[src/rtl/encoder_sample_sched.sv]
// encoder_sample_sched
// Decides when the encoder step counter and position are snapshotted, holds
// each snapshot behind a valid/ack handshake and reports the step delta
// between consecutive snapshots for speed estimation.
//
// Optional feature macro: ENC_SAMPLE_TIMESTAMP_EN. When defined, a free-running
// 32-bit cycle counter is latched into o_timestamp with each accepted capture.
//
// Ports:
//   i_clk, i_rst            clock, synchronous active-high reset
//   i_enable                scheduler run; 0 drains the pending sample then idles
//   i_trig_sel              00 sw only, 01 carrier low, 10 carrier high, 11 both
//   i_pwm_carrier_low/high  carrier event levels (rising edge used)
//   i_sw_trig               single-cycle capture request, bypasses decimation
//   i_decim                 capture once every decim+1 hardware triggers
//   i_counter_in            live step counter
//   i_position_in           live position
//   o_sample_valid          snapshot available, i_sample_ack accepts it
//   o_steps/o_position      captured counter/position
//   o_delta                 counter minus previous captured counter (mod 2^32)
//   o_seq                   snapshot sequence number
//   o_first                 first snapshot since enable rose (delta forced 0)
//   o_overrun, i_overrun_clr sticky dropped-capture flag and its clear
//   o_busy                  scheduler in ARMED or VALID
//
// state   | meaning
// S_IDLE  | stopped, triggers ignored
// S_ARMED | waiting for a capture event
// S_VALID | snapshot held until acknowledged
module encoder_sample_sched #(
  parameter int DECIM_W = 8,
  parameter int SEQ_W   = 16
) (
  input  logic               i_clk,
  input  logic               i_rst,
  input  logic               i_enable,
  input  logic [1:0]         i_trig_sel,
  input  logic               i_pwm_carrier_low,
  input  logic               i_pwm_carrier_high,
  input  logic               i_sw_trig,
  input  logic [DECIM_W-1:0] i_decim,
  input  logic [31:0]        i_counter_in,
  input  logic [31:0]        i_position_in,
  output logic               o_sample_valid,
  input  logic               i_sample_ack,
  output logic [31:0]        o_steps,
  output logic [31:0]        o_position,
  output logic [31:0]        o_delta,
  output logic [SEQ_W-1:0]   o_seq,
  output logic               o_first,
  output logic               o_overrun,
  input  logic               i_overrun_clr,
  output logic               o_busy
`ifdef ENC_SAMPLE_TIMESTAMP_EN
  ,output logic [31:0]       o_timestamp
`endif
);

  typedef enum logic [1:0] {
    S_IDLE  = 2'd0,
    S_ARMED = 2'd1,
    S_VALID = 2'd2
  } state_t;

  localparam logic [SEQ_W-1:0]   SEQ_ONE  = {{(SEQ_W-1){1'b0}}, 1'b1};
  localparam logic [DECIM_W-1:0] DCNT_ONE = {{(DECIM_W-1){1'b0}}, 1'b1};

  state_t             r_state, w_state_nxt;
  logic               r_low_prev, r_high_prev;
  logic [DECIM_W-1:0] r_dcnt;
  logic [31:0]        r_prev;
  logic               r_first_pend;
  logic [31:0]        r_steps, r_position, r_delta;
  logic [SEQ_W-1:0]   r_seq;
  logic               r_first, r_overrun;

  logic w_hw_trig, w_dec_hit, w_active, w_cap, w_accept, w_drop;

  assign w_hw_trig = (i_trig_sel[0] & i_pwm_carrier_low  & ~r_low_prev) |
                     (i_trig_sel[1] & i_pwm_carrier_high & ~r_high_prev);
  assign w_dec_hit = (r_dcnt >= i_decim);
  // With enable low the scheduler only drains; no new captures are taken.
  assign w_active  = i_enable & (r_state != S_IDLE);
  assign w_cap     = w_active & (i_sw_trig | (w_hw_trig & w_dec_hit));
  assign w_accept  = w_cap & ((r_state == S_ARMED) | i_sample_ack);
  assign w_drop    = w_cap & (r_state == S_VALID) & ~i_sample_ack;

  always_ff @(posedge i_clk) begin
    if (i_rst) r_state <= S_IDLE;
    else       r_state <= w_state_nxt;
  end

  always_comb begin
    w_state_nxt = r_state;
    unique case (r_state)
      S_IDLE:  if (i_enable) w_state_nxt = S_ARMED;
      S_ARMED: begin
        if (!i_enable)  w_state_nxt = S_IDLE;
        else if (w_cap) w_state_nxt = S_VALID;
      end
      S_VALID: begin
        if (i_sample_ack && !w_cap) w_state_nxt = i_enable ? S_ARMED : S_IDLE;
      end
      default: w_state_nxt = S_IDLE;
    endcase
  end

  always_ff @(posedge i_clk) begin
    if (i_rst) begin
      r_low_prev   <= 1'b0;
      r_high_prev  <= 1'b0;
      r_dcnt       <= '0;
      r_prev       <= '0;
      r_first_pend <= 1'b1;
      r_steps      <= '0;
      r_position   <= 32'hFFFF_FFFF;
      r_delta      <= '0;
      r_seq        <= '0;
      r_first      <= 1'b0;
      r_overrun    <= 1'b0;
    end else begin
      r_low_prev  <= i_pwm_carrier_low;
      r_high_prev <= i_pwm_carrier_high;

      if (r_state == S_IDLE) begin
        if (i_enable) r_dcnt <= '0;
      end else if (w_active) begin
        if (i_sw_trig)      r_dcnt <= '0;
        else if (w_hw_trig) r_dcnt <= w_dec_hit ? '0 : r_dcnt + DCNT_ONE;
      end

      if (w_accept) begin
        r_steps    <= i_counter_in;
        r_position <= i_position_in;
        r_delta    <= r_first_pend ? 32'd0 : (i_counter_in - r_prev);
        r_prev     <= i_counter_in;
        r_seq      <= r_seq + SEQ_ONE;
        r_first    <= r_first_pend;
      end

      // Accept requires enable, so the set-on-disable branch never races it.
      if (!i_enable || (r_state == S_IDLE)) r_first_pend <= 1'b1;
      else if (w_accept)                    r_first_pend <= 1'b0;

      if (w_drop)             r_overrun <= 1'b1;
      else if (i_overrun_clr) r_overrun <= 1'b0;
    end
  end

`ifdef ENC_SAMPLE_TIMESTAMP_EN
  logic [31:0] r_cycle, r_timestamp;
  always_ff @(posedge i_clk) begin
    if (i_rst) begin
      r_cycle     <= '0;
      r_timestamp <= '0;
    end else begin
      r_cycle <= r_cycle + 32'd1;
      if (w_accept) r_timestamp <= r_cycle;
    end
  end
  assign o_timestamp = r_timestamp;
`endif

  assign o_sample_valid = (r_state == S_VALID);
  assign o_busy         = (r_state != S_IDLE);
  assign o_steps        = r_steps;
  assign o_position     = r_position;
  assign o_delta        = r_delta;
  assign o_seq          = r_seq;
  assign o_first        = r_first;
  assign o_overrun      = r_overrun;

endmodule

[config.mk]
export PLATFORM = sky130hd
export DESIGN_NAME = encoder_sample_sched
export DESIGN_NICKNAME = d
export VERILOG_FILES = /design/src/rtl/encoder_sample_sched.sv
export SDC_FILE = /design/constraint.sdc
export NUM_CORES = 1
export LEC_CHECK = 0
export ABC_AREA = 1
export CAP_MARGIN = 20
export CORE_MARGIN = 2
export CORE_UTILIZATION = 45
export CTS_CLUSTER_SIZE = 20
export DETAILED_ROUTE_END_ITERATION = 16
export GPL_ROUTABILITY_DRIVEN = 1
export HOLD_SLACK_MARGIN = 0.02
export PLACE_DENSITY = 0.75
export SLEW_MARGIN = 25
export SYNTH_ARGS = -nofsm -noshare
export SYNTH_HDL_FRONTEND = slang
export SYNTH_SLANG_ARGS = --single-unit
[constraint.sdc]
create_clock -name i_clk -period 5 [get_ports i_clk]
set_clock_uncertainty 0.2 [all_clocks]
set_input_delay 1.25 -clock i_clk [delete_from_list [all_inputs] [get_ports i_clk]]
set_output_delay 1.25 -clock i_clk [all_outputs]
set_load 0.01 [all_outputs]
# Word-level counts from Yosys, hierarchy flattened
# Index checks and enable logic that the tools add are counted.
# word_totals
register_bits,127
latchBits,0
mem_bits_rw,0
rom_bits,0
inputBits,82
output_inout_bits,116
elab_cells,63
memories,0
# op_classes
n_addsub,3
multipliers,0
n_div,0
n_lt_le_gt_ge,1
eq_ne,5
n_shift,0
n_mux,15
bitwise,16
reduce_logical,12
# ops
cell,count
8-bit 2-to-1 mux,6
32-bit 2-to-1 mux,1
32-bit subtractor,1
"16-bit by 1-bit adder with 16-bit output, second input constant",1
1-bit AND,10
"8-bit by 1-bit adder with 8-bit output, second input constant",1
8-bit greater-or-equal comparator,1
2-bit 2-to-1 mux,4
2-bit one-hot mux with 3 select lines,1
3-bit AND reduction,2
2-bit nonzero test,3
1-bit 2-to-1 mux,3
"3-bit != test, second input constant",1
1-bit inverter,3
1-bit OR,3
3-bit nonzero test,1
"2-bit by 1-bit == test with 1-bit output, second input constant",1
"2-bit == test, second input constant",1
1-bit logical NOT,2
2-bit logical NOT,1
"2-bit by 1-bit != test with 1-bit output, second input constant",1
"2-bit != test, second input constant",1
2-bit OR reduction,1
1-bit logical AND,1
1-bit logical OR,1

# Longest topological paths before layout
# Gate-level depths: netlist of run 1.
# logic_depth
depth_word,10
depth_mapped,17
depth_no_buf,17

# Worst setup path after synthesis of run 1
# OpenSTA, ideal clock, no wires.
# synth_timing
path_type,input-to-reg
from,input port i_counter_in[0]
to,register r_delta[24] (netlist: o_delta[24])
setup_time_ps,128
arrival_ps,2685
t_required_ps,4672
setup_slack_ps,1987
path_stages,16
path_buffers,0
cell_sequence,inv_1 -> ha_1 -> inv_1 -> fa_1 -> nand3_1 -> nand3_1 -> nand2_1 -> nand2_1 -> nand2_1 -> nand2_1 -> nand2_1 -> nand3_1 -> nand3_1 -> nor2_1 -> nor2_1 -> nor2_1
# synth_between
elab_chain_cells,2
# synth_rtl
item,line_no,source
from (decl),42,"input logic [31:0] i_counter_in,"
32-bit subtractor,135,r_delta <= r_first_pend ? 32'd0 : (i_counter_in - r_prev);
32-bit 2-to-1 mux,135,
to (signal assigned),135,
to (decl),73,"logic [31:0] r_steps, r_position, r_delta;"
# Every way passes these cells.
# A chain may end at the register's enable or synchronous reset.

# Final worst setup path of run 1
# layout_timing
from,input port i_decim[1]
to,register r_seq[14] (netlist: o_seq[14])
# layout_between
elab_chain_cells,5
# layout_rtl
item,line_no,source
from (decl),41,"input logic [DECIM_W-1:0] i_decim,"
8-bit greater-or-equal comparator,81,assign w_dec_hit = (r_dcnt >= i_decim);
1-bit AND,84,assign w_cap = w_active & (i_sw_trig | (w_hw_trig & w_dec_hit));
1-bit OR,84,
1-bit AND,84,
1-bit AND,85,assign w_accept = w_cap & ((r_state == S_ARMED) | i_sample_ack);
to (signal assigned),137,r_seq <= r_seq + SEQ_ONE;
to (decl),74,logic [SEQ_W-1:0] r_seq;
# Every way passes these cells.

==> results.txt, run 1 <==
The number of fillers in the final layout came out at approximately 1500. The count of nets left with antenna violations once routing finished came out at 0. STA classifies the critical path endpoint as a flip-flop. The total routed wirelength is roughly 21000 µm. Among cell families on the critical path, the largest total delay comes from buffers and inverters. The final hold violation count came out at 0. The measured slew at the worst slew-check pin is between 0.7 and 0.8 ns.

The critical path goes through clkdlybuf4s50_1 -> inv_1 -> ha_1 -> inv_1 -> o21bai_1 -> nand2_1 -> nand2_1 -> nand2_1 -> nand3_1 -> nand2_1 -> nand2_4 -> nand3_4 -> inv_2 -> nand2_1 -> a21oi_1. The critical path class is in -> reg. The final weighted congestion in routability-driven placement came out at 0.933. The met1 demand-to-capacity share in global routing came out at 28.5%. In the synthesized netlist the dominant register cell turns out to be sky130_fd_sc_hd__dfxtp_1. In this run the most used layer during global routing was met2.

The die width is 133 µm. The pre-antenna-repair detailed-routing pass consisted of 7 iterations. The type of element launching the critical path is a primary input. The area added between synthesis and finish came out at 36.6%. In this run the deepest clock path goes through 2 buffers. The final-layout setup total negative slack is 0 ns. The number of hold buffers added after CTS was 0. The number of max-slew violations in the final report came out at 0.

The proportion of netlist area held by the largest area contributor came out at 34.0%. The total congestion overflow after global routing came out at 0. The initial antenna violation count is 0.

In this design, the stage delay of the slowest critical-path cell is 0.74 ns. After synthesis, the mean cell area works out to 6.41 µm². From bottom edge to top edge, the die measures 133 µm. The root buffer selected by CTS is sky130_fd_sc_hd__clkbuf_16. Yosys mapped the design onto 35 distinct sky130hd cell types. The total of warnings raised by yosys is 0. After technology mapping, the gate count stands at 1167. The worst hold path belongs to the class reg -> reg. Of the cells placed in the final design, the portion with a size suffix greater than 1 is under 10%. The worst path in the final design needs a cycle of a little under 4 ns, including I/O delays and setup. Entering global routing, the biggest net connects 90 pins. The slowest stage of the critical path is the sky130_fd_sc_hd__inv_2 cell. The number of enable-type register cells in the synthesized netlist is 0. The vias after detailed routing came out at about 7700. The clock-pin slew of the registers on the worst-case setup and hold paths came out at 0.06 ns. STA puts the critical path data required time at around 5.2 ns. The arrival time at the worst endpoint is 4.07 ns. The worst setup slack for register-to-register paths came out at 2.04 ns. The number of flip-flops and latches in the synthesized netlist is 127. The number of buffers added by the clock tree synthesis step is 17. Setup violations remaining at the end of the flow were counted as 0.

TritonCTS built the clock tree. Summing all multi-input logic gate instances after layout gives 4050 µm². The remaining routing DRC violations is 0. The maximum fanout along the worst path came out at between 40 and 50. The number of top-level pins is 198. The placed wire-length estimate after detailed placement came out at 15800 µm. Measured against its own limit, the worst slew margin works out to 46.9%. For this design the ratio of total power to cell area is 280 nW/µm².

In the post-synthesis netlist, the biggest area contributors are sky130_fd_sc_hd__dfxtp_1 34%, sky130_fd_sc_hd__nand2_1 20%, sky130_fd_sc_hd__inv_1 8.9%, sky130_fd_sc_hd__ha_1 6.9%, sky130_fd_sc_hd__a21oi_1 6.2%. Once layout is done, the placed cells without fillers occupy 10200 µm². The antenna diode instance count is 0. The sequential standard cell area came out at around 2500 µm².

Global routing consumed, over all layers together, 24.0% of the routing resources. The via-per-instance ratio came out at 4.85. Post-CTS timing repair inserted 0 buffers for setup. Max-cap violations in this run came to 0. The count of port buffers added during placement came out at about 200. The detail-routed net length per standard cell is 13.3 µm.

The final critical path takes up 78.5% of the cycle. Summed over all instances, the cell type with the most area after synthesis is sky130_fd_sc_hd__dfxtp_1. The static power due to leakage is 4.72 nW. The placed instances occupy a cell area of 9560 µm². The sequential area share after synthesis came out at 34.0%. The non-filler instance count after layout is 1586.

The total design power is 2.87 mW. Together, buffers and inverters on the worst path number 4. The clock net sink count is 127. In the global route stage, met2 resource usage came out at between 40% and 50%.

Row generation in the floorplan step produced 47 rows. The full die area is 17700 µm². The first-pass GRT wire length is ~35000 µm.

The peak ir drop on the vdd network is roughly 240 µV. At the end of the flow, the number of nets in the layout was 1477. Setup repair after global routing left no endpoint under its margin. The later-pin clock latency in the skew report is between 0.4 and 0.5 ns.

sky130_fd_sc_hd__nand2_1 is the most common cell in the netlist. The number of instances in the placed design came out at 1554. The cell that appears most often on the critical path is sky130_fd_sc_hd__nand2_1.

The synthesized net count is 1291. The core region area came out at 16400 µm². The number of gates resized after cts is 0. The H-tree was split into 4 levels. The first routing iteration left 427 violations.

For this run, asynchronously set or reset flops after synthesis account for 0%. In the synthesized netlist, the cells that appear most often are 390 x sky130_fd_sc_hd__nand2_1, 177 x sky130_fd_sc_hd__inv_1, 127 x sky130_fd_sc_hd__dfxtp_1, 108 x sky130_fd_sc_hd__nor2_1, 93 x sky130_fd_sc_hd__a21oi_1. The initial core utilization came out at 45.6%.

The combined area of all synthesized cells is 7480 µm². The flow ran to the end, and the final reports show no timing, DRC or antenna violations. Global routing used 5.94% of the available met3 tracks. The highest attainable clock frequency came out at 255 MHz. The via count of the first global-routing pass is approximately 7200.
## power breakdown
| part | leakage, nW | internal, mW | total (mW) | switching (mW) |
|---|---|---|---|---|
| registers | 1.03 | 1.03 | 1.04 | 0.0110 |
| clock network | 0.318 | 0.915 | 1.39 | 0.474 |
| logic | 3.38 | 0.188 | 0.434 | 0.246 |
## final cells by class
| type | count | share of cell area, % |
|---|---|---|
| Clock buffer | 20 | 4.47 |
| Clock inverter | 12 | 2.03 |
| Inverter | 181 | 6.66 |
| Multi-Input combinational cell | 825 | 39.6 |
| Sequential cell | 127 | 24.9 |
| Tap cell | 220 | 2.69 |
| Timing Repair Buffer | 201 | 19.7 |
## layer usage
metal / vias up / part of all wire (%) / wire, µm
met4: 0 / 2.7 / 566
met2: 236 / 48 / 10000
met3: 36 / 7.1 / 1500
li1: 4016 / - / -
met1: 3411 / 43 / 9010
met5: - / 0 / 0
## cells by family after synthesis
logic type | share of synthesized area (%)
AND/OR/NAND/NOR | 33.2
AO/OA/AOI/OAI | 10.0
XOR/XNOR | 3.86
adder cells (fa/ha/maj) | 7.12
flip-flops | 34.0
buffers and inverters | 11.9
## state kept, by name, summed over array words and instances, names as in the netlist, 2 cells and up
| signal | flops |
|---|---|
| o_seq | 16 |
| r_state | 2 |
| o_steps | 32 |
| o_delta | 32 |
| o_position | 32 |
| r_dcnt | 8 |
## worst reg2reg max path: cells and delay by family (launching register included)
family / cells / cell delay, ns
DFF: 1 / 0.34
and+or+nand+nor: 8 / 0.96
buffers and inverters: 2 / 0.79
adders and majority gates: 1 / 0.31
AOI/OAI and AO/OA: 2 / 0.29
## placed cells by master (no fill, tap or decap), types with 7 or more instances in the layout
cell                              Yosys  layout
sky130_fd_sc_hd__nand4_1              7       7
sky130_fd_sc_hd__nand3_1             71      71
sky130_fd_sc_hd__nor2_1             108     108
sky130_fd_sc_hd__nand2_1            390     390
sky130_fd_sc_hd__dfxtp_1            127     127
sky130_fd_sc_hd__inv_1              177     177
sky130_fd_sc_hd__clkbuf_16            0      17
sky130_fd_sc_hd__xor2_1              26      26
sky130_fd_sc_hd__clkdlybuf4s50_1      0     196
sky130_fd_sc_hd__nand3b_1             7       7
sky130_fd_sc_hd__nor3_1              11      11
sky130_fd_sc_hd__o21ai_0             38      38
sky130_fd_sc_hd__a21oi_1             93      93
sky130_fd_sc_hd__xnor2_1              7       7
sky130_fd_sc_hd__ha_1                41      41
## path summary, 6_finish.rpt
path                            startpoint                        to  cells past startpoint
hold / removal    o_delta[31]$_SDFFE_PP0P_  o_delta[31]$_SDFFE_PP0P_                      2
hold reg to reg   o_delta[31]$_SDFFE_PP0P_  o_delta[31]$_SDFFE_PP0P_                      2
setup / recovery                i_decim[1]    o_seq[14]$_SDFFE_PP0P_                     15
setup reg to reg    r_dcnt[1]$_SDFFE_PP0P_    o_seq[14]$_SDFFE_PP0P_                     13
## per-stage QoR
stage / worst slack (ns) / hold WS (ns) / util, %
after floorplan: 1.99 / 0.271 / -
after global placement: 0.716 / 0.252 / 58.3
after detailed placement: 0.611 / 0.256 / 58.3
after CTS: 1.03 / 0.265 / 62.3
after global routing: 0.781 / 0.273 / 62.3
final: 1.08 / 0.263 / 62.3
No activity file was read; power rests on OpenSTA's default activity.
==> run 2: changes to the inputs <==
==> constraint.sdc (replaced) <==
create_clock -name i_clk -period 3.9 [get_ports i_clk]
set_clock_uncertainty 0.2 [all_clocks]
set_input_delay 0.975 -clock i_clk [delete_from_list [all_inputs] [get_ports i_clk]]
set_output_delay 0.975 -clock i_clk [all_outputs]
set_load 0.01 [all_outputs]
==> run 2 against run 1 <==
  * Largest power group unchanged
  * Non-clock buffer count up 3
  * First-iteration DRC count is 22% lower
  * Highest routed layer unchanged
  * Critical path depth stayed put
==> results.txt, run 2 (synthesis results as in run 1) <==
The flow ran to the end, and the final reports show no timing, DRC or antenna violations. The root buffer selected by CTS is sky130_fd_sc_hd__clkbuf_16. The shortest period the worst path allows came out at between 3 and 4 ns.

Entering global routing, the biggest net connects 50 pins. The final weighted congestion in routability-driven placement is 0.913. Leaving out fill and tap cells, the most frequent cell in the layout is sky130_fd_sc_hd__nand2_1. The clock net in this run drives a total of around 130 sinks. The worst reg-to-reg path cell count came out at 13. The CTS tree is yes. The total routed wirelength is 20700 µm.

The placed wire-length estimate after detailed placement came out at about 16000 µm. The layout cell share with drive strength beyond 1 is 3.65%. In the layout the commonest cells are 390 x sky130_fd_sc_hd__nand2_1, 196 x sky130_fd_sc_hd__clkdlybuf4s50_1, 177 x sky130_fd_sc_hd__inv_1. The worst setup slack for register-to-register paths is around 1.4 ns. The destination of the worst register-to-register timing path is o_delta[28]$_SDFFE_PP0P_. Of the total power, the share spent switching nets is 27.4%. The number of top-level pins came out at 198. STA puts the critical path data arrival time at 3.27 ns. At the worst endpoint, the required time is 3.99 ns.

The number of gates resized after cts came out at 0. The worst hold path begins at o_delta[0]$_SDFFE_PP0P_. The final hold violation count is 0. The worst slew margin relative to its limit is 55.5%. The violation count after the first detailed-route iteration is approximately 330. The maximum count of clock buffers along a single path came out at 2. The peak ir drop on the vdd network is 305 µV.

The max-capacitance violation count is 0. Setup repair after global routing left no endpoint under its margin. In the final routed layout, each cell accounts on average for 13.0 µm. TritonCTS created 17 clock buffers.

Dividing the detail-routed via count by the number of cells gives around 4.8. The critical register-to-register path startpoint is o_steps[0]$_SDFFE_PP0P_. The measured slew at the worst slew-check pin came out at 0.667 ns.

The later-pin clock latency in the skew report is 0.41 ns. The sequential share of power came out at around two fifths. The worst hold path passes through 2 cells. The number of max-slew violations in the final report came out at 0. The floorplan has 47 rows. The reported net switching power is slightly above 0.9 mW.

The antenna diode instance count is 0. In this run the worst path has a maximum fanout of 4. Cell internal power was estimated by the tool at 2.45 mW.

The fraction of the core area covered by cells at the end of the flow came out at between 60 and 70%. The via count of the first global-routing pass came out at 7216. The core region area came out at 16400 µm². The number of nets in the layout is 1480. The highest attainable clock frequency came out at 314 MHz.

After routing, the total negative slack on setup checks comes to 0 ns. In this run the static leakage power is 4.70 nW. The area growth from synthesis to layout is 36.2%. The die height came out at 133 µm. The cell area power density came out at 331 nW/µm². The clock-pin slew of the registers on the worst-case setup and hold paths is about 0.06 ns. The initial core utilization came out at between 40% and 50%.

The first-pass GRT wire length is 34400 µm. The clock network accounts for 43.9% of the total power. The number of H-tree levels came out at 4. The total of endpoints with negative setup slack in the final report is 0.

The portion of the clock cycle consumed by the worst path in the final layout is 81.7%. The global-route usage over all layers came out at between 20% and 30%. The critical path in this run is classified as in -> reg.

Detailed routing inserted a total of 7689 vias. The total overflow left after global routing is 0. The hold-fix buffer count after cts is 0. The type of element launching the critical path is a primary input. The count of port buffers added during placement is a little under 200. The combinational share of power is 16.5%. STA classifies the critical path endpoint as a flip-flop.

The remaining routing DRC violations is 0. The pre-antenna-repair detailed-routing pass consisted of 8 iterations. The classification of the worst-slack hold path is reg -> reg. The initial antenna violation count came to 0.

The hold path endpoint is o_delta[0]$_SDFFE_PP0P_. From left edge to right edge, the die measures ~130 µm. The number of buffers inserted by post-CTS setup repair is 0. The full die area came out at around 18000 µm². The detail route stage leaves a number of antenna-violating nets equal to 0.
run 2: cell types whose count changed in the layout (fill, tap and decap cells not counted):
cell,before,now
sky130_fd_sc_hd__bufinv_16,5,0
sky130_fd_sc_hd__buf_12,1,5
sky130_fd_sc_hd__clkinvlp_4,2,6
sky130_fd_sc_hd__clkbuf_8,2,4
sky130_fd_sc_hd__clkinv_4,3,1
sky130_fd_sc_hd__inv_6,0,2
sky130_fd_sc_hd__buf_4,3,2
sky130_fd_sc_hd__clkbuf_1,1,0
sky130_fd_sc_hd__clkinv_2,2,3
sky130_fd_sc_hd__inv_8,1,0
run 2: power by group through the flow:
stage          sequential, mW  clock [mW]  combinational, mW
3_3_place_gp             1.36           0              0.549
5_1_grt                  1.34        1.57              0.629
2_1_floorplan            1.37           0              0.324
3_5_place_dp             1.36           0              0.552
6_report                 1.34        1.48              0.555
4_1_cts                  1.34        1.50              0.556
run 2: layout make-up:
| type | count | area, µm² |
|---|---|---|
| well taps | 220 | 275 |
| clock buffers | 21 | 480 |
| flip-flops and latches | 127 | 2540 |
| fillers | 1496 | 6210 |
| multi-input cells | 825 | 4050 |
| repair buffers | 204 | 2080 |
| clock inverters | 11 | 81.3 |
| inverters | 181 | 681 |
run 2: layer usage:
layer	up-vias	GRT usage [%]	part of all wire, %
met5	-	0	0
met4	0	9.86	2.9
met3	41	5.29	6.8
met2	246	41.1	47
met1	3391	28.9	44
li1	4011	-	-
run 2: worst max-delay path by stage:
stage	start	to	slack (ns)	cells after the start
finish	i_counter_in[0]	o_delta[28]$_SDFFE_PP0P_	0.72	15
CTS	i_decim[1]	o_seq[14]$_SDFFE_PP0P_	0.73	16
global route	i_counter_in[0]	o_delta[28]$_SDFFE_PP0P_	0.55	15
floorplan	i_counter_in[0]	o_delta[24]$_SDFFE_PP0P_	1.16	16
global placement	i_counter_in[0]	o_delta[28]$_SDFFE_PP0P_	0.36	15
detailed placement	i_decim[1]	o_position[6]$_SDFFE_PP1P_	0.32	16
run 2: per-stage QoR:
stage               instances  hold WS [ns]  cell area (µm²)  power, mW  worst slack [ns]
finish                   1589         0.264            10200       3.37             0.715
global placement         1557         0.251             9630       1.91             0.361
detailed placement       1557         0.254             9630       1.92             0.318
global route             1589         0.273            10200       3.54             0.553
floorplan                1167         0.271             7480       1.70              1.16
CTS                      1589         0.263            10200       3.40             0.732
run 2: worst max-delay path: stages:
cell and delay (ns):
sky130_fd_sc_hd__clkdlybuf4s50_1 0.42, sky130_fd_sc_hd__inv_1 0.07, sky130_fd_sc_hd__ha_1 0.16, sky130_fd_sc_hd__inv_1 0.09, sky130_fd_sc_hd__fa_1 0.43, sky130_fd_sc_hd__nand3_1 0.09, sky130_fd_sc_hd__nand3_1 0.15, sky130_fd_sc_hd__nand3_1 0.11
sky130_fd_sc_hd__nand3b_1 0.17, sky130_fd_sc_hd__nand2_1 0.20, sky130_fd_sc_hd__nand3_1 0.10, sky130_fd_sc_hd__nand3_1 0.11, sky130_fd_sc_hd__nor2_1 0.06, sky130_fd_sc_hd__nor2_1 0.08, sky130_fd_sc_hd__nor2_1 0.04
